--- src/rtl/axi_lite_guard_if.sv ---
// AXI-lite bus bundle (five channels) shared by the guard's upstream and downstream ports.
interface axi_lite_guard_if #(
    parameter int ADDR_WIDTH = 16,
    parameter int DATA_WIDTH = 32
);
    logic [ADDR_WIDTH-1:0]   araddr;
    logic                    arvalid;
    logic                    arready;
    logic [DATA_WIDTH-1:0]   rdata;
    logic [1:0]              rresp;
    logic                    rvalid;
    logic                    rready;
    logic [ADDR_WIDTH-1:0]   awaddr;
    logic                    awvalid;
    logic                    awready;
    logic [DATA_WIDTH-1:0]   wdata;
    logic [DATA_WIDTH/8-1:0] wstrb;
    logic                    wvalid;
    logic                    wready;
    logic [1:0]              bresp;
    logic                    bvalid;
    logic                    bready;

    modport master (
        output araddr, arvalid, rready, awaddr, awvalid, wdata, wstrb, wvalid, bready,
        input  arready, rdata, rresp, rvalid, awready, wready, bresp, bvalid
    );

    modport slave (
        input  araddr, arvalid, rready, awaddr, awvalid, wdata, wstrb, wvalid, bready,
        output arready, rdata, rresp, rvalid, awready, wready, bresp, bvalid
    );
endinterface

--- src/rtl/axi_lite_guard.sv ---
// AXI-lite protection stage: one outstanding read and write, tolerates pulsed downstream
// responses, and synthesises SLVERR when the downstream slave never answers.
module axi_lite_guard #(
    parameter int                    ADDR_WIDTH     = 16,
    parameter int                    DATA_WIDTH     = 32,
    parameter int                    TIMEOUT_CYCLES = 1024,
    parameter logic [DATA_WIDTH-1:0] TIMEOUT_RDATA  = 32'hDEAD_BEEF
) (
    input  logic                   s_axi_aclk,
    input  logic                   s_axi_areset,
    axi_lite_guard_if.slave        s_axi,
    axi_lite_guard_if.master       m_axi,
    output logic                   err_rd_timeout,
    output logic                   err_wr_timeout,
    output logic [1:0]             err_sticky,
    output logic [7:0]             stray_cnt
);

    localparam int TW = (TIMEOUT_CYCLES > 0) ? $clog2(TIMEOUT_CYCLES + 1) : 1;
    localparam logic [TW-1:0] T_LAST = TW'((TIMEOUT_CYCLES > 0) ? TIMEOUT_CYCLES - 1 : 0);

    typedef enum logic [1:0] {RD_IDLE, RD_REQ, RD_RESP} rd_state_t;
    typedef enum logic [1:0] {W_IDLE, W_REQ, W_RESP} wr_state_t;

    rd_state_t               rd_state;
    wr_state_t               wr_state;
    logic [TW-1:0]           rd_timer;
    logic [TW-1:0]           wr_timer;

    logic                    ar_ready_q;
    logic                    m_arvalid_q;
    logic [ADDR_WIDTH-1:0]   m_araddr_q;
    logic                    s_rvalid_q;
    logic [DATA_WIDTH-1:0]   s_rdata_q;
    logic [1:0]              s_rresp_q;
    logic                    sticky_rd;

    logic                    aw_ready_q;
    logic                    w_ready_q;
    logic                    aw_held;
    logic                    w_held;
    logic                    m_awvalid_q;
    logic                    m_wvalid_q;
    logic [ADDR_WIDTH-1:0]   m_awaddr_q;
    logic [DATA_WIDTH-1:0]   m_wdata_q;
    logic [DATA_WIDTH/8-1:0] m_wstrb_q;
    logic                    s_bvalid_q;
    logic [1:0]              s_bresp_q;
    logic                    sticky_wr;

    logic                    rd_stray;
    logic                    wr_stray;

    function automatic logic timer_expired(input logic [TW-1:0] t);
        return (TIMEOUT_CYCLES != 0) && (t == T_LAST);
    endfunction

    function automatic logic [7:0] sat_add(input logic [7:0] a, input logic [1:0] inc);
        logic [8:0] s;
        s = {1'b0, a} + {7'b0, inc};
        return s[8] ? 8'hFF : s[7:0];
    endfunction

    assign s_axi.arready = ar_ready_q;
    assign s_axi.rvalid  = s_rvalid_q;
    assign s_axi.rdata   = s_rdata_q;
    assign s_axi.rresp   = s_rresp_q;
    assign s_axi.awready = aw_ready_q;
    assign s_axi.wready  = w_ready_q;
    assign s_axi.bvalid  = s_bvalid_q;
    assign s_axi.bresp   = s_bresp_q;

    assign m_axi.araddr  = m_araddr_q;
    assign m_axi.arvalid = m_arvalid_q;
    assign m_axi.rready  = 1'b1;
    assign m_axi.awaddr  = m_awaddr_q;
    assign m_axi.awvalid = m_awvalid_q;
    assign m_axi.wdata   = m_wdata_q;
    assign m_axi.wstrb   = m_wstrb_q;
    assign m_axi.wvalid  = m_wvalid_q;
    assign m_axi.bready  = 1'b1;

    assign err_sticky = {sticky_wr, sticky_rd};

    always_ff @(posedge s_axi_aclk) begin
        if (s_axi_areset) begin
            rd_state       <= RD_IDLE;
            rd_timer       <= '0;
            ar_ready_q     <= 1'b0;
            m_arvalid_q    <= 1'b0;
            m_araddr_q     <= '0;
            s_rvalid_q     <= 1'b0;
            s_rdata_q      <= '0;
            s_rresp_q      <= 2'b00;
            err_rd_timeout <= 1'b0;
            sticky_rd      <= 1'b0;
        end else begin
            err_rd_timeout <= 1'b0;
            case (rd_state)
                RD_IDLE: begin
                    if (s_axi.arvalid && ar_ready_q) begin
                        m_araddr_q  <= s_axi.araddr;
                        ar_ready_q  <= 1'b0;
                        m_arvalid_q <= 1'b1;
                        rd_timer    <= '0;
                        rd_state    <= RD_REQ;
                    end else begin
                        ar_ready_q <= 1'b1;
                    end
                end
                RD_REQ: begin
                    rd_timer <= rd_timer + 1'b1;
                    if (m_arvalid_q && m_axi.arready) begin
                        m_arvalid_q <= 1'b0;
                    end
                    // A real answer beats a timeout that expires in the same cycle.
                    if (m_axi.rvalid) begin
                        s_rdata_q   <= m_axi.rdata;
                        s_rresp_q   <= m_axi.rresp;
                        s_rvalid_q  <= 1'b1;
                        m_arvalid_q <= 1'b0;
                        rd_state    <= RD_RESP;
                    end else if (timer_expired(rd_timer)) begin
                        s_rdata_q      <= TIMEOUT_RDATA;
                        s_rresp_q      <= 2'b10;
                        s_rvalid_q     <= 1'b1;
                        m_arvalid_q    <= 1'b0;
                        err_rd_timeout <= 1'b1;
                        sticky_rd      <= 1'b1;
                        rd_state       <= RD_RESP;
                    end
                end
                RD_RESP: begin
                    if (s_axi.rready) begin
                        s_rvalid_q <= 1'b0;
                        ar_ready_q <= 1'b1;
                        rd_state   <= RD_IDLE;
                    end
                end
                default: rd_state <= RD_IDLE;
            endcase
        end
    end

    always_ff @(posedge s_axi_aclk) begin
        if (s_axi_areset) begin
            wr_state       <= W_IDLE;
            wr_timer       <= '0;
            aw_ready_q     <= 1'b0;
            w_ready_q      <= 1'b0;
            aw_held        <= 1'b0;
            w_held         <= 1'b0;
            m_awvalid_q    <= 1'b0;
            m_wvalid_q     <= 1'b0;
            m_awaddr_q     <= '0;
            m_wdata_q      <= '0;
            m_wstrb_q      <= '0;
            s_bvalid_q     <= 1'b0;
            s_bresp_q      <= 2'b00;
            err_wr_timeout <= 1'b0;
            sticky_wr      <= 1'b0;
        end else begin
            err_wr_timeout <= 1'b0;
            case (wr_state)
                W_IDLE: begin
                    // AW and W are collected independently; dispatch only once both are held.
                    if (s_axi.awvalid && aw_ready_q) begin
                        m_awaddr_q <= s_axi.awaddr;
                        aw_ready_q <= 1'b0;
                        aw_held    <= 1'b1;
                    end else if (!aw_held) begin
                        aw_ready_q <= 1'b1;
                    end
                    if (s_axi.wvalid && w_ready_q) begin
                        m_wdata_q <= s_axi.wdata;
                        m_wstrb_q <= s_axi.wstrb;
                        w_ready_q <= 1'b0;
                        w_held    <= 1'b1;
                    end else if (!w_held) begin
                        w_ready_q <= 1'b1;
                    end
                    if (aw_held && w_held) begin
                        m_awvalid_q <= 1'b1;
                        m_wvalid_q  <= 1'b1;
                        wr_timer    <= '0;
                        wr_state    <= W_REQ;
                    end
                end
                W_REQ: begin
                    wr_timer <= wr_timer + 1'b1;
                    if (m_awvalid_q && m_axi.awready) begin
                        m_awvalid_q <= 1'b0;
                    end
                    if (m_wvalid_q && m_axi.wready) begin
                        m_wvalid_q <= 1'b0;
                    end
                    if (m_axi.bvalid) begin
                        s_bresp_q   <= m_axi.bresp;
                        s_bvalid_q  <= 1'b1;
                        m_awvalid_q <= 1'b0;
                        m_wvalid_q  <= 1'b0;
                        wr_state    <= W_RESP;
                    end else if (timer_expired(wr_timer)) begin
                        s_bresp_q      <= 2'b10;
                        s_bvalid_q     <= 1'b1;
                        m_awvalid_q    <= 1'b0;
                        m_wvalid_q     <= 1'b0;
                        err_wr_timeout <= 1'b1;
                        sticky_wr      <= 1'b1;
                        wr_state       <= W_RESP;
                    end
                end
                W_RESP: begin
                    if (s_axi.bready) begin
                        s_bvalid_q <= 1'b0;
                        aw_held    <= 1'b0;
                        w_held     <= 1'b0;
                        aw_ready_q <= 1'b1;
                        w_ready_q  <= 1'b1;
                        wr_state   <= W_IDLE;
                    end
                end
                default: wr_state <= W_IDLE;
            endcase
        end
    end

    // Responses arriving when nothing is outstanding are dropped and counted.
    assign rd_stray = m_axi.rvalid && (rd_state != RD_REQ);
    assign wr_stray = m_axi.bvalid && (wr_state != W_REQ);

    always_ff @(posedge s_axi_aclk) begin
        if (s_axi_areset) begin
            stray_cnt <= 8'd0;
        end else begin
            stray_cnt <= sat_add(stray_cnt, {1'b0, rd_stray} + {1'b0, wr_stray});
        end
    end

endmodule

--- src/flat_wrapper.sv ---
// flat-port wrapper written by rule: the top's interface ports become plain ports
module axi_lite_guard_flat 
#(
    parameter int                    ADDR_WIDTH     = 16,
    parameter int                    DATA_WIDTH     = 32,
    parameter int                    TIMEOUT_CYCLES = 1024,
    parameter logic [DATA_WIDTH-1:0] TIMEOUT_RDATA  = 32'hDEAD_BEEF
)
  (s_axi_aclk, s_axi_areset, err_rd_timeout, err_wr_timeout, err_sticky, stray_cnt, s_axi_araddr, s_axi_arvalid, s_axi_rready, s_axi_awaddr, s_axi_awvalid, s_axi_wdata, s_axi_wstrb, s_axi_wvalid, s_axi_bready, s_axi_arready, s_axi_rdata, s_axi_rresp, s_axi_rvalid, s_axi_awready, s_axi_wready, s_axi_bresp, s_axi_bvalid, m_axi_araddr, m_axi_arvalid, m_axi_rready, m_axi_awaddr, m_axi_awvalid, m_axi_wdata, m_axi_wstrb, m_axi_wvalid, m_axi_bready, m_axi_arready, m_axi_rdata, m_axi_rresp, m_axi_rvalid, m_axi_awready, m_axi_wready, m_axi_bresp, m_axi_bvalid);
  axi_lite_guard_if #(.ADDR_WIDTH(ADDR_WIDTH), .DATA_WIDTH(DATA_WIDTH)) s_axi_i ();
  axi_lite_guard_if #(.ADDR_WIDTH(ADDR_WIDTH), .DATA_WIDTH(DATA_WIDTH)) m_axi_i ();
  input  logic s_axi_aclk;
  input  logic s_axi_areset;
  output logic err_rd_timeout;
  output logic err_wr_timeout;
  output logic [1:0] err_sticky;
  output logic [7:0] stray_cnt;
  input wire logic [$bits(s_axi_i.araddr)-1:0] s_axi_araddr;
  input wire logic [$bits(s_axi_i.arvalid)-1:0] s_axi_arvalid;
  input wire logic [$bits(s_axi_i.rready)-1:0] s_axi_rready;
  input wire logic [$bits(s_axi_i.awaddr)-1:0] s_axi_awaddr;
  input wire logic [$bits(s_axi_i.awvalid)-1:0] s_axi_awvalid;
  input wire logic [$bits(s_axi_i.wdata)-1:0] s_axi_wdata;
  input wire logic [$bits(s_axi_i.wstrb)-1:0] s_axi_wstrb;
  input wire logic [$bits(s_axi_i.wvalid)-1:0] s_axi_wvalid;
  input wire logic [$bits(s_axi_i.bready)-1:0] s_axi_bready;
  output wire logic [$bits(s_axi_i.arready)-1:0] s_axi_arready;
  output wire logic [$bits(s_axi_i.rdata)-1:0] s_axi_rdata;
  output wire logic [$bits(s_axi_i.rresp)-1:0] s_axi_rresp;
  output wire logic [$bits(s_axi_i.rvalid)-1:0] s_axi_rvalid;
  output wire logic [$bits(s_axi_i.awready)-1:0] s_axi_awready;
  output wire logic [$bits(s_axi_i.wready)-1:0] s_axi_wready;
  output wire logic [$bits(s_axi_i.bresp)-1:0] s_axi_bresp;
  output wire logic [$bits(s_axi_i.bvalid)-1:0] s_axi_bvalid;
  output wire logic [$bits(m_axi_i.araddr)-1:0] m_axi_araddr;
  output wire logic [$bits(m_axi_i.arvalid)-1:0] m_axi_arvalid;
  output wire logic [$bits(m_axi_i.rready)-1:0] m_axi_rready;
  output wire logic [$bits(m_axi_i.awaddr)-1:0] m_axi_awaddr;
  output wire logic [$bits(m_axi_i.awvalid)-1:0] m_axi_awvalid;
  output wire logic [$bits(m_axi_i.wdata)-1:0] m_axi_wdata;
  output wire logic [$bits(m_axi_i.wstrb)-1:0] m_axi_wstrb;
  output wire logic [$bits(m_axi_i.wvalid)-1:0] m_axi_wvalid;
  output wire logic [$bits(m_axi_i.bready)-1:0] m_axi_bready;
  input wire logic [$bits(m_axi_i.arready)-1:0] m_axi_arready;
  input wire logic [$bits(m_axi_i.rdata)-1:0] m_axi_rdata;
  input wire logic [$bits(m_axi_i.rresp)-1:0] m_axi_rresp;
  input wire logic [$bits(m_axi_i.rvalid)-1:0] m_axi_rvalid;
  input wire logic [$bits(m_axi_i.awready)-1:0] m_axi_awready;
  input wire logic [$bits(m_axi_i.wready)-1:0] m_axi_wready;
  input wire logic [$bits(m_axi_i.bresp)-1:0] m_axi_bresp;
  input wire logic [$bits(m_axi_i.bvalid)-1:0] m_axi_bvalid;
  assign s_axi_i.araddr = s_axi_araddr;
  assign s_axi_i.arvalid = s_axi_arvalid;
  assign s_axi_i.rready = s_axi_rready;
  assign s_axi_i.awaddr = s_axi_awaddr;
  assign s_axi_i.awvalid = s_axi_awvalid;
  assign s_axi_i.wdata = s_axi_wdata;
  assign s_axi_i.wstrb = s_axi_wstrb;
  assign s_axi_i.wvalid = s_axi_wvalid;
  assign s_axi_i.bready = s_axi_bready;
  assign s_axi_arready = s_axi_i.arready;
  assign s_axi_rdata = s_axi_i.rdata;
  assign s_axi_rresp = s_axi_i.rresp;
  assign s_axi_rvalid = s_axi_i.rvalid;
  assign s_axi_awready = s_axi_i.awready;
  assign s_axi_wready = s_axi_i.wready;
  assign s_axi_bresp = s_axi_i.bresp;
  assign s_axi_bvalid = s_axi_i.bvalid;
  assign m_axi_araddr = m_axi_i.araddr;
  assign m_axi_arvalid = m_axi_i.arvalid;
  assign m_axi_rready = m_axi_i.rready;
  assign m_axi_awaddr = m_axi_i.awaddr;
  assign m_axi_awvalid = m_axi_i.awvalid;
  assign m_axi_wdata = m_axi_i.wdata;
  assign m_axi_wstrb = m_axi_i.wstrb;
  assign m_axi_wvalid = m_axi_i.wvalid;
  assign m_axi_bready = m_axi_i.bready;
  assign m_axi_i.arready = m_axi_arready;
  assign m_axi_i.rdata = m_axi_rdata;
  assign m_axi_i.rresp = m_axi_rresp;
  assign m_axi_i.rvalid = m_axi_rvalid;
  assign m_axi_i.awready = m_axi_awready;
  assign m_axi_i.wready = m_axi_wready;
  assign m_axi_i.bresp = m_axi_bresp;
  assign m_axi_i.bvalid = m_axi_bvalid;
  axi_lite_guard #(.ADDR_WIDTH(ADDR_WIDTH), .DATA_WIDTH(DATA_WIDTH), .TIMEOUT_CYCLES(TIMEOUT_CYCLES), .TIMEOUT_RDATA(TIMEOUT_RDATA)) u_core (.s_axi_aclk(s_axi_aclk), .s_axi_areset(s_axi_areset), .s_axi(s_axi_i), .m_axi(m_axi_i), .err_rd_timeout(err_rd_timeout), .err_wr_timeout(err_wr_timeout), .err_sticky(err_sticky), .stray_cnt(stray_cnt));
endmodule
--- config.mk ---
export PLATFORM = sky130hd
export DESIGN_NAME = axi_lite_guard_flat
export DESIGN_NICKNAME = d
export VERILOG_FILES = /design/src/rtl/axi_lite_guard_if.sv /design/src/rtl/axi_lite_guard.sv /design/src/flat_wrapper.sv
export SDC_FILE = /design/constraint.sdc
export NUM_CORES = 1
export LEC_CHECK = 0
export ABC_AREA = 1
export CAP_MARGIN = 20
export CORE_ASPECT_RATIO = 1.4
export CORE_MARGIN = 2
export CORE_UTILIZATION = 45
export DETAILED_ROUTE_END_ITERATION = 12
export GPL_ROUTABILITY_DRIVEN = 0
export GPL_TIMING_DRIVEN = 0
export PLACE_DENSITY = 0.8
export SYNTH_ARGS = -nofsm -noshare
export SYNTH_HDL_FRONTEND = slang
export SYNTH_SLANG_ARGS = --single-unit
--- constraint.sdc ---
create_clock -name s_axi_aclk -period 4.9 [get_ports s_axi_aclk]
set_clock_uncertainty 0.15 [all_clocks]
set_input_delay 1.225 -clock s_axi_aclk [delete_from_list [all_inputs] [get_ports s_axi_aclk]]
set_output_delay 1.225 -clock s_axi_aclk [all_outputs]
set_load 0.1 [all_outputs]
Word level (Yosys, flattened, before mapping) --
Index checks and enable logic that the tools add are counted. Widths: inputs -> output; s select.
Operators by class: eq/ne operators 21, reduce and logical (&&, ||, !) cells 42, bitwise operators 4, mux-type cells 57, add/sub/neg operators 4
Operators by type and width (count):
- $mux 32 | 2
- $pmux 11 s2 | 2
- $reduce_and 3->1 | 13
- $mux 1 | 28
- $add 11x1->11 const B | 2
- $eq 11x10->1 const B | 2
- $mux 11 | 2
- $mux 2 | 10
- $pmux 1 s2 | 10
- $reduce_and 2->1 | 8
- $reduce_bool 2->1 | 8
- $ne 2x1->1 const B | 6
- $ne 4x2->1 const B | 3
- $pmux 2 s3 | 2
- $add 8x2->9 | 1
- $logic_and 1x1->1 | 9
- $mux 8 | 1
- $ne 3x2->1 const B | 2
- $ne 3x3->1 const B | 2
- $reduce_or 3->1 | 2
- $eq 2x1->1 const B | 2
- $eq 2x2->1 const B | 2
- $logic_not 2->1 | 2
- $ne 2x2->1 const B | 2
- other kinds (2) | 5
Word-level totals: output and inout bits 126, input port bits 116, bits in registers 152

Depth between registers and ports, before layout --
Gate-level depths: netlist of run 1.
word-level depth 5, mapped depth 12, gate-level depth less buffers 12

Worst setup path after synthesis of run 1 --
Ideal clock, no wire load.
kind in2reg, start point input port m_axi_rvalid, end point register u_core.stray_cnt[5], data arrival time 2596 ps, path buffers 0, slack 2098 ps, setup time 56 ps, required time 4694 ps, cell stages on the path 10, path through nand2_1 -> fa_1 -> inv_1 -> ha_1 -> nand3_1 -> nor2_1 -> nand3_1 -> nand3_1 -> nand2_1 -> inv_1
On the way: word-level cells in the longest chain between the ends 4
Ends and longest elaborated chain:
- from (decl) | RTL line flat_wrapper.sv:47 | input wire logic [$bits(m_axi_i.rvalid)-1:0] m_axi_rvalid;
- $logic_and 1x1->1 | RTL line axi_lite_guard.sv:229 | assign rd_stray = m_axi.rvalid && (rd_state != RD_REQ);
- $add 1x1->2 | RTL line axi_lite_guard.sv:236 | stray_cnt <= sat_add(stray_cnt, {1'b0, rd_stray} + {1'b0, wr_stray});
- $add 8x2->9 | RTL line axi_lite_guard.sv:60 | s = {1'b0, a} + {7'b0, inc};
- $mux 8 | RTL line axi_lite_guard.sv:61 | return s[8] ? 8'hFF : s[7:0];
- to (signal assigned) | RTL line axi_lite_guard.sv:236
- to (decl) | RTL line axi_lite_guard.sv:16 | output logic [7:0] stray_cnt
Every way passes these cells. A chain may end at the register's enable or synchronous reset.

Final worst setup path of run 1 --
start point register u_core.stray_cnt[2], end point output port stray_cnt[2]
RTL lines:
- to (decl) | RTL line flat_wrapper.sv:17 | output logic [7:0] stray_cnt;
No word-level cell between the ends.

==> results of run 1 <==
-- layout by cell type, fill, tap and decap left out, types with 2 or more instances in the layout --
cell type,n
clkinv_4,2
o21bai_1,2
clkbuf_1,14
nor2_2,3
clkbuf_8,3
inv_6,3
nand3_1,23
ha_1,3
o21ai_1,14
o21ai_2,20
a31oi_1,2
nor3b_1,2
nor2_4,3
buf_6,2
a21oi_1,64
nand2_1,101
clkinvlp_4,5
nand2_2,3
nor3_1,9
inv_1,72
clkbuf_16,17
buf_1,2
clkdlybuf4s50_1,238
xor2_1,2
o211ai_1,2
nor2_1,173
buf_4,7
o21ai_0,74
clkbuf_2,2
conb_1,2
dfxtp_1,152
inv_2,24
buf_2,12
nand4_1,2
nand3_2,2
-- report_power, final --
| part | internal [mW] | switching (mW) | total [mW] | leakage, nW |
|---|---|---|---|---|
| Clock | 0.745 | 0.527 | 1.27 | 0.272 |
| Combinational | 0.331 | 0.933 | 1.26 | 2.28 |
| Sequential | 1.34 | 0.0594 | 1.40 | 1.24 |
-- worst min path at each step --
stage,end,slack [ns]
finish,u_core.sticky_rd$_SDFFE_PP0P_,0.31
global route,u_core.s_axi.bresp[1]$_SDFFE_PP0P_,0.33
CTS,u_core.sticky_rd$_SDFFE_PP0P_,0.31
detailed placement,u_core.sticky_rd$_SDFFE_PP0P_,0.30
global placement,u_core.s_axi.bresp[1]$_SDFFE_PP0P_,0.29
floorplan,u_core.sticky_rd$_SDFFE_PP0P_,0.28
-- area by class of cell --
cell class	instances	area (µm²)
clock buffer	20	467
tap	182	228
clock inverter	12	116
inverter	97	367
multi-input combinational	520	2490
sequential	152	3040
buffer	39	205
timing repair buffer	238	2380
fill	1111	4020
-- kinds of logic after synthesis --
group / after synthesis
compound gates: 184
xor+xnor: 3
fa+ha+maj: 4
buf+inv: 136
flops: 152
other cells: 1
simple gates: 327
-- synthesized netlist by cell type (2+ instances only) --
library cell / count
a21oi_1: 64
a31oi_1: 2
buf_1: 2
buf_2: 12
buf_4: 7
buf_6: 2
clkbuf_1: 14
clkbuf_2: 2
dfxtp_1: 152
ha_1: 3
inv_1: 72
inv_2: 24
nand2_1: 101
nand2_2: 3
nand3_1: 23
nand3_2: 2
nand4_1: 2
nor2_1: 173
nor2_2: 3
nor2_4: 3
nor3_1: 9
nor3b_1: 2
o211ai_1: 2
o21ai_0: 74
o21ai_1: 14
o21ai_2: 20
o21bai_1: 2
xor2_1: 2
-- registers in the layout, indices dropped and copies added, names as in the netlist, 2 cells and up --
register and cells:
u_core.s_axi.bresp 2, u_core.m_axi.araddr 16, u_core.rd_state 2, u_core.m_axi.wdata 32, u_core.s_axi.rdata 32, u_core.wr_state 2
u_core.m_axi.wstrb 4, u_core.s_axi.rresp 2, u_core.m_axi.awaddr 16, u_core.rd_timer 11, u_core.wr_timer 11, u_core.stray_cnt 8
-- through the flow --
stage / hold WS (ns) / instances / instance area (µm²) / total power [mW]
6_report: 0.311 / 1260 / 9300 / 3.93
5_1_grt: 0.328 / 1260 / 9300 / 4.08
4_1_cts: 0.314 / 1260 / 9300 / 3.96
3_5_place_dp: 0.299 / 1228 / 8720 / 2.69
3_3_place_gp: 0.291 / 1228 / 8720 / 2.68
2_1_floorplan: 0.279 / 808 / 6110 / 2.33
-- layer usage --
| metal | wire, µm | up-vias | track usage |
|---|---|---|---|
| li1 | - | 3084 | - |
| met1 | 6700 | 2687 | 0.250 |
| met2 | 8900 | 247 | 0.436 |
| met3 | 1430 | 39 | 0.0823 |
| met4 | 566 | 0 | 0.116 |
| met5 | 0 | - | 0 |
==> results.toml, run 1 <==
[status]
status = "complete, no violations"

[clock_network]
cts-root-buf = "clkbuf_16"
cts_tree = "yes"
clock_path_buffers = 2
cts.htree.levels = 4
insertion_delay_ns = 0.41
cts_sinks = 152
cts_setup_buffers = 0
cts_made_buffers = 17
ctsResizeCount = 0
clk_pin_slew_ns = 0.06
hold_buffers = 0

[routing]
drc = 0
drtIter0Drc = 165
first_pass_iters = 7
post_drt_wl_per_cell_um = 14.0
drt_wl_total_mm = 17.6
drtAntennaViolNets = 0
vias = 6057
vias_per_cell = 4.81

[placement]
dp_worst_setup_slack_ns = 1.39
io_buffer_count = 238
dp_hpwl_mm = 13.3

[finish]
diodes = 0
post-route-util = 0.698
fin_nets = 1185
drive_gt1_frac = 0.108
area_growth_pct = 52.4

[worst_setup_path]
worstPathMaxFanout = 5
r2r-end = "u_core.stray_cnt[4]$_SDFF_PP0_"
crit_arrival_ns = 2.01
reg2reg_from = "u_core.rd_state[1]$_SDFFE_PP0P_"
end_kind = "output port"
worstSetupPathDepth = 1
criticalPathCategory = "reg -> out"
worst-path-buf-inv = 1
critical_path.max_stage_delay_ns = 1.18
cp-start-kind = "register"
cpMaxStageDelayCell = "clkdlybuf4s50_1"
rr_worst_depth = 10
endpoint = "stray_cnt[2]"
critPathTopFamily = "buffers and inverters"
reg2reg_slack_ns = 2.47
cp-startpoint = "u_core.stray_cnt[2]$_SDFF_PP0_"
required_ns = 3.52
crit_chain = "clkdlybuf4s50_1"

[global_routing]
grt_max_degree = 17
overflow = 0
grt_pass1_vias = 5812
grt_pass1_wl_mm = 27.6
grtUsageTotal = 0.244
antenna_found_initial = 0

[yosys]
async_reset_ff_frac = 0
synth_top_family_by_area = "simple AND/OR/NAND/NOR gates"
ys.flop_type = "dfxtp_1"
yosysSeqAreaShare = 0.498
post_synth_fa_ha_maj_area_fraction = 0.00943
yosys.area_share.simple = 0.224
synth_cells = 807
netlist_area_mm2 = 0.00610
ys_ff_latch = 152
synth_edf_count = 0
yosysTopAreaCell = "dfxtp_1"
synth.avg_cell_area_um2 = 7.56
synth_compound_area_frac = 0.170
yosysWarnings = 0
ys_types = 44
yosys-top-cells-area = "dfxtp_1 50%, nor2_1 11%, nand2_1 6.2%, o21ai_0 6.1%, a21oi_1 5.2%"
synth_top_area_frac = 0.498
synth_xor_area_frac = 0.00430
synthMuxAreaShare = 0

[sta]
fin_crit_ns = 3.39
worst_pin_slew_ns = 1.06
setup_violations = 0
tns_ns = 0
clock.fmax_mhz = 295
final-hold-violation-count = 0
final_max_slew_viol_count = 0
max-slew-margin-rel = 0.288
rsz0062_at_grt = "no"
timing.final.crit_share = 0.691
fin_ws_ns = 1.51

[pwr]
leakage_nw = 3.79
vdd_drop_max_mv = 0.222
p_per_area_mw_per_mm2 = 423

[floorplanning]
start_util = 0.458
row_count = 50
die_x_um = 102
io_pins = 242
dieArea_mm2 = 0.0145
coreArea_mm2 = 0.0133
die_h_um = 142

[worst_hold_path]
hp-start = "u_core.sticky_rd$_SDFFE_PP0P_"
hold_path_depth = 2
hold_path.class = "reg -> reg"

[flow_run]
cap_violations = 0
(Power assumes the default switching activity.)
==> inputs of run 2 (changes only) <==
- CORE_UTILIZATION: 45 -> 39
- PLACE_DENSITY: 0.8 -> 0.73
- clock period: 4.9 -> 3.07 ns (I/O delays scaled with it)
==> run 2 against run 1 <==
Sequential power rose by 59%; wire length fell by 0.50%; first-iteration DRC count rose by 24%; sequential share of layout area fell by 0.31 points; setup slack got worse by 1.4 ns; hold slack barely moved; combinational power rose by 60%; final area rose by 0.96%; largest power group is now clock; global-route usage fell by 3.2 points; final cell count rose by 1.1%; die area rose by 15%; sequential cell count did not move.
==> results.toml, run 2 (same netlist as run 1, synthesis figures left out) <==
[status]
status = "complete, no violations"

[pwr]
power_mw = 6.55
leakage_nw = 3.84
vdd_drop_max_mv = 0.500
p_per_area_mw_per_mm2 = 697

[sta]
final_max_slew_viol_count = 0
max-slew-margin-rel = 0.297
worst_pin_slew_ns = 1.05
setup_violations = 0
whs_ns = 0.310
clock.fmax_mhz = 341
fin_crit_ns = 2.93
timing.final.crit_share = 0.954
rsz0062_at_grt = "no"
final-hold-violation-count = 0

[floorplanning]
coreArea_mm2 = 0.0155
die_x_um = 110
io_pins = 242
dieArea_mm2 = 0.0167
row_count = 54
die_h_um = 152
start_util = 0.395

[worst_setup_path]
reg2reg_from = "u_core.rd_state[1]$_SDFFE_PP0P_"
cp-start-kind = "register"
end_kind = "output port"
criticalPathCategory = "reg -> out"
cpMaxStageDelayCell = "clkdlybuf4s50_1"
required_ns = 2.15
crit_arrival_ns = 2.01
critPathTopFamily = "buffers and inverters"
worstPathMaxFanout = 5
reg2reg_slack_ns = 0.67
critical_path.max_stage_delay_ns = 1.17
rr_worst_depth = 12
crit_chain = "clkdlybuf4s50_1"
worst-path-buf-inv = 1
r2r-end = "u_core.stray_cnt[5]$_SDFF_PP0_"

[routing]
vias_per_cell = 4.64
drc = 0
drtAntennaViolNets = 0
vias = 5906
drt_wl_total_mm = 17.5
post_drt_wl_per_cell_um = 13.7
drtIter0Drc = 204
first_pass_iters = 4

[global_routing]
top_usage_layer = "met2"
antenna_found_initial = 0
overflow = 0
grtUsageTotal = 0.211
grt_pass1_wl_mm = 27.5
grt_pass1_vias = 5679
grt_use_met2 = 0.384
grt_max_degree = 17
met1_usage = 0.211
gr-usage-met3 = 0.0815

[worst_hold_path]
hold_path.class = "reg -> reg"
hp-start = "u_core.s_axi.bresp[0]$_SDFFE_PP0P_"
hold_path_depth = 2
hold_end = "u_core.s_axi.bresp[0]$_SDFFE_PP0P_"

[finish]
drive_gt1_frac = 0.106
diodes = 0
final_cells = 1274
post-route-util = 0.607
fin_nets = 1185
final_common_cell = "clkdlybuf4s50_1"
fin_area_mm2 = 0.00939
area_growth_pct = 53.8
final_cell_mix = "238 x clkdlybuf4s50_1, 173 x nor2_1, 152 x dfxtp_1, 101 x nand2_1, 74 x o21ai_0"

[flow_run]
cap_violations = 0

[placement]
placed_area_mm2 = 0.00874
dp_hpwl_mm = 13.4
dp_cells = 1242
io_buffer_count = 238

[clock_network]
cts_setup_buffers = 0
cts_sinks = 152
clock_path_buffers = 2
cts.htree.levels = 4
hold_buffers = 0
insertion_delay_ns = 0.42
ctsResizeCount = 0
cts_tree = "yes"
clk_pin_slew_ns = 0.06
cts-root-buf = "clkbuf_16"
cts_made_buffers = 17
## run 2: changes by cell type in the layout (fill, tap and decap cells not counted), sizes merged
cell and delta:
bufinv +4, clkinvlp -4, inv -2, clkbuf +1
clkinv +1
## run 2: stage by stage
step | setup TNS, ns | setup WS, ns
after floorplan | 0 | 0.409
after global placement | 0 | 0.0432
after detailed placement | -0.00978 | -0.00978
after CTS | 0 | 0.113
after global routing | 0 | 0.0915
final | 0 | 0.140
## run 2: final cells by class
type / count / area, µm²
Fill cell: 1396 / 6080
Sequential cell: 152 / 3040
Multi-Input combinational cell: 520 / 2490
Timing Repair Buffer: 238 / 2380
Clock buffer: 21 / 460
Inverter: 97 / 367
Tap cell: 196 / 245
Buffer: 39 / 205
Clock inverter: 11 / 194
## run 2: where the power goes
| group | internal [mW] | total [mW] | switching, mW |
|---|---|---|---|
| registers | 2.13 | 2.23 | 0.0959 |
| clock network | 1.49 | 2.31 | 0.817 |
| logic | 0.528 | 2.01 | 1.48 |
## run 2: metal layers
layer / part of all wire / vias up
met4: 0.022 / 0
met3: 0.083 / 30
met1: 0.38 / 2611
met5: 0 / -
li1: - / 3072
met2: 0.51 / 193
## run 2: worst max-delay path by stage
| stage | depth (start not counted) | end | start |
|---|---|---|---|
| floorplan | 10 | u_core.stray_cnt[5]$_SDFF_PP0_ | u_core.stray_cnt[0]$_SDFF_PP0_ |
| global placement | 11 | u_core.stray_cnt[5]$_SDFF_PP0_ | m_axi_rvalid |
| detailed placement | 11 | u_core.stray_cnt[5]$_SDFF_PP0_ | m_axi_rvalid |
| CTS | 1 | stray_cnt[2] | u_core.stray_cnt[2]$_SDFF_PP0_ |
| global route | 1 | stray_cnt[2] | u_core.stray_cnt[2]$_SDFF_PP0_ |
| finish | 1 | stray_cnt[2] | u_core.stray_cnt[2]$_SDFF_PP0_ |
## run 2: worst reg2reg max path, delay by kind of cell (launching register included)
family / cells / cell delay [ns]
DFF: 1 / 0.33
adders and majority gates: 2 / 0.62
buffers and inverters: 3 / 0.21
and+or+nand+nor: 7 / 1.04
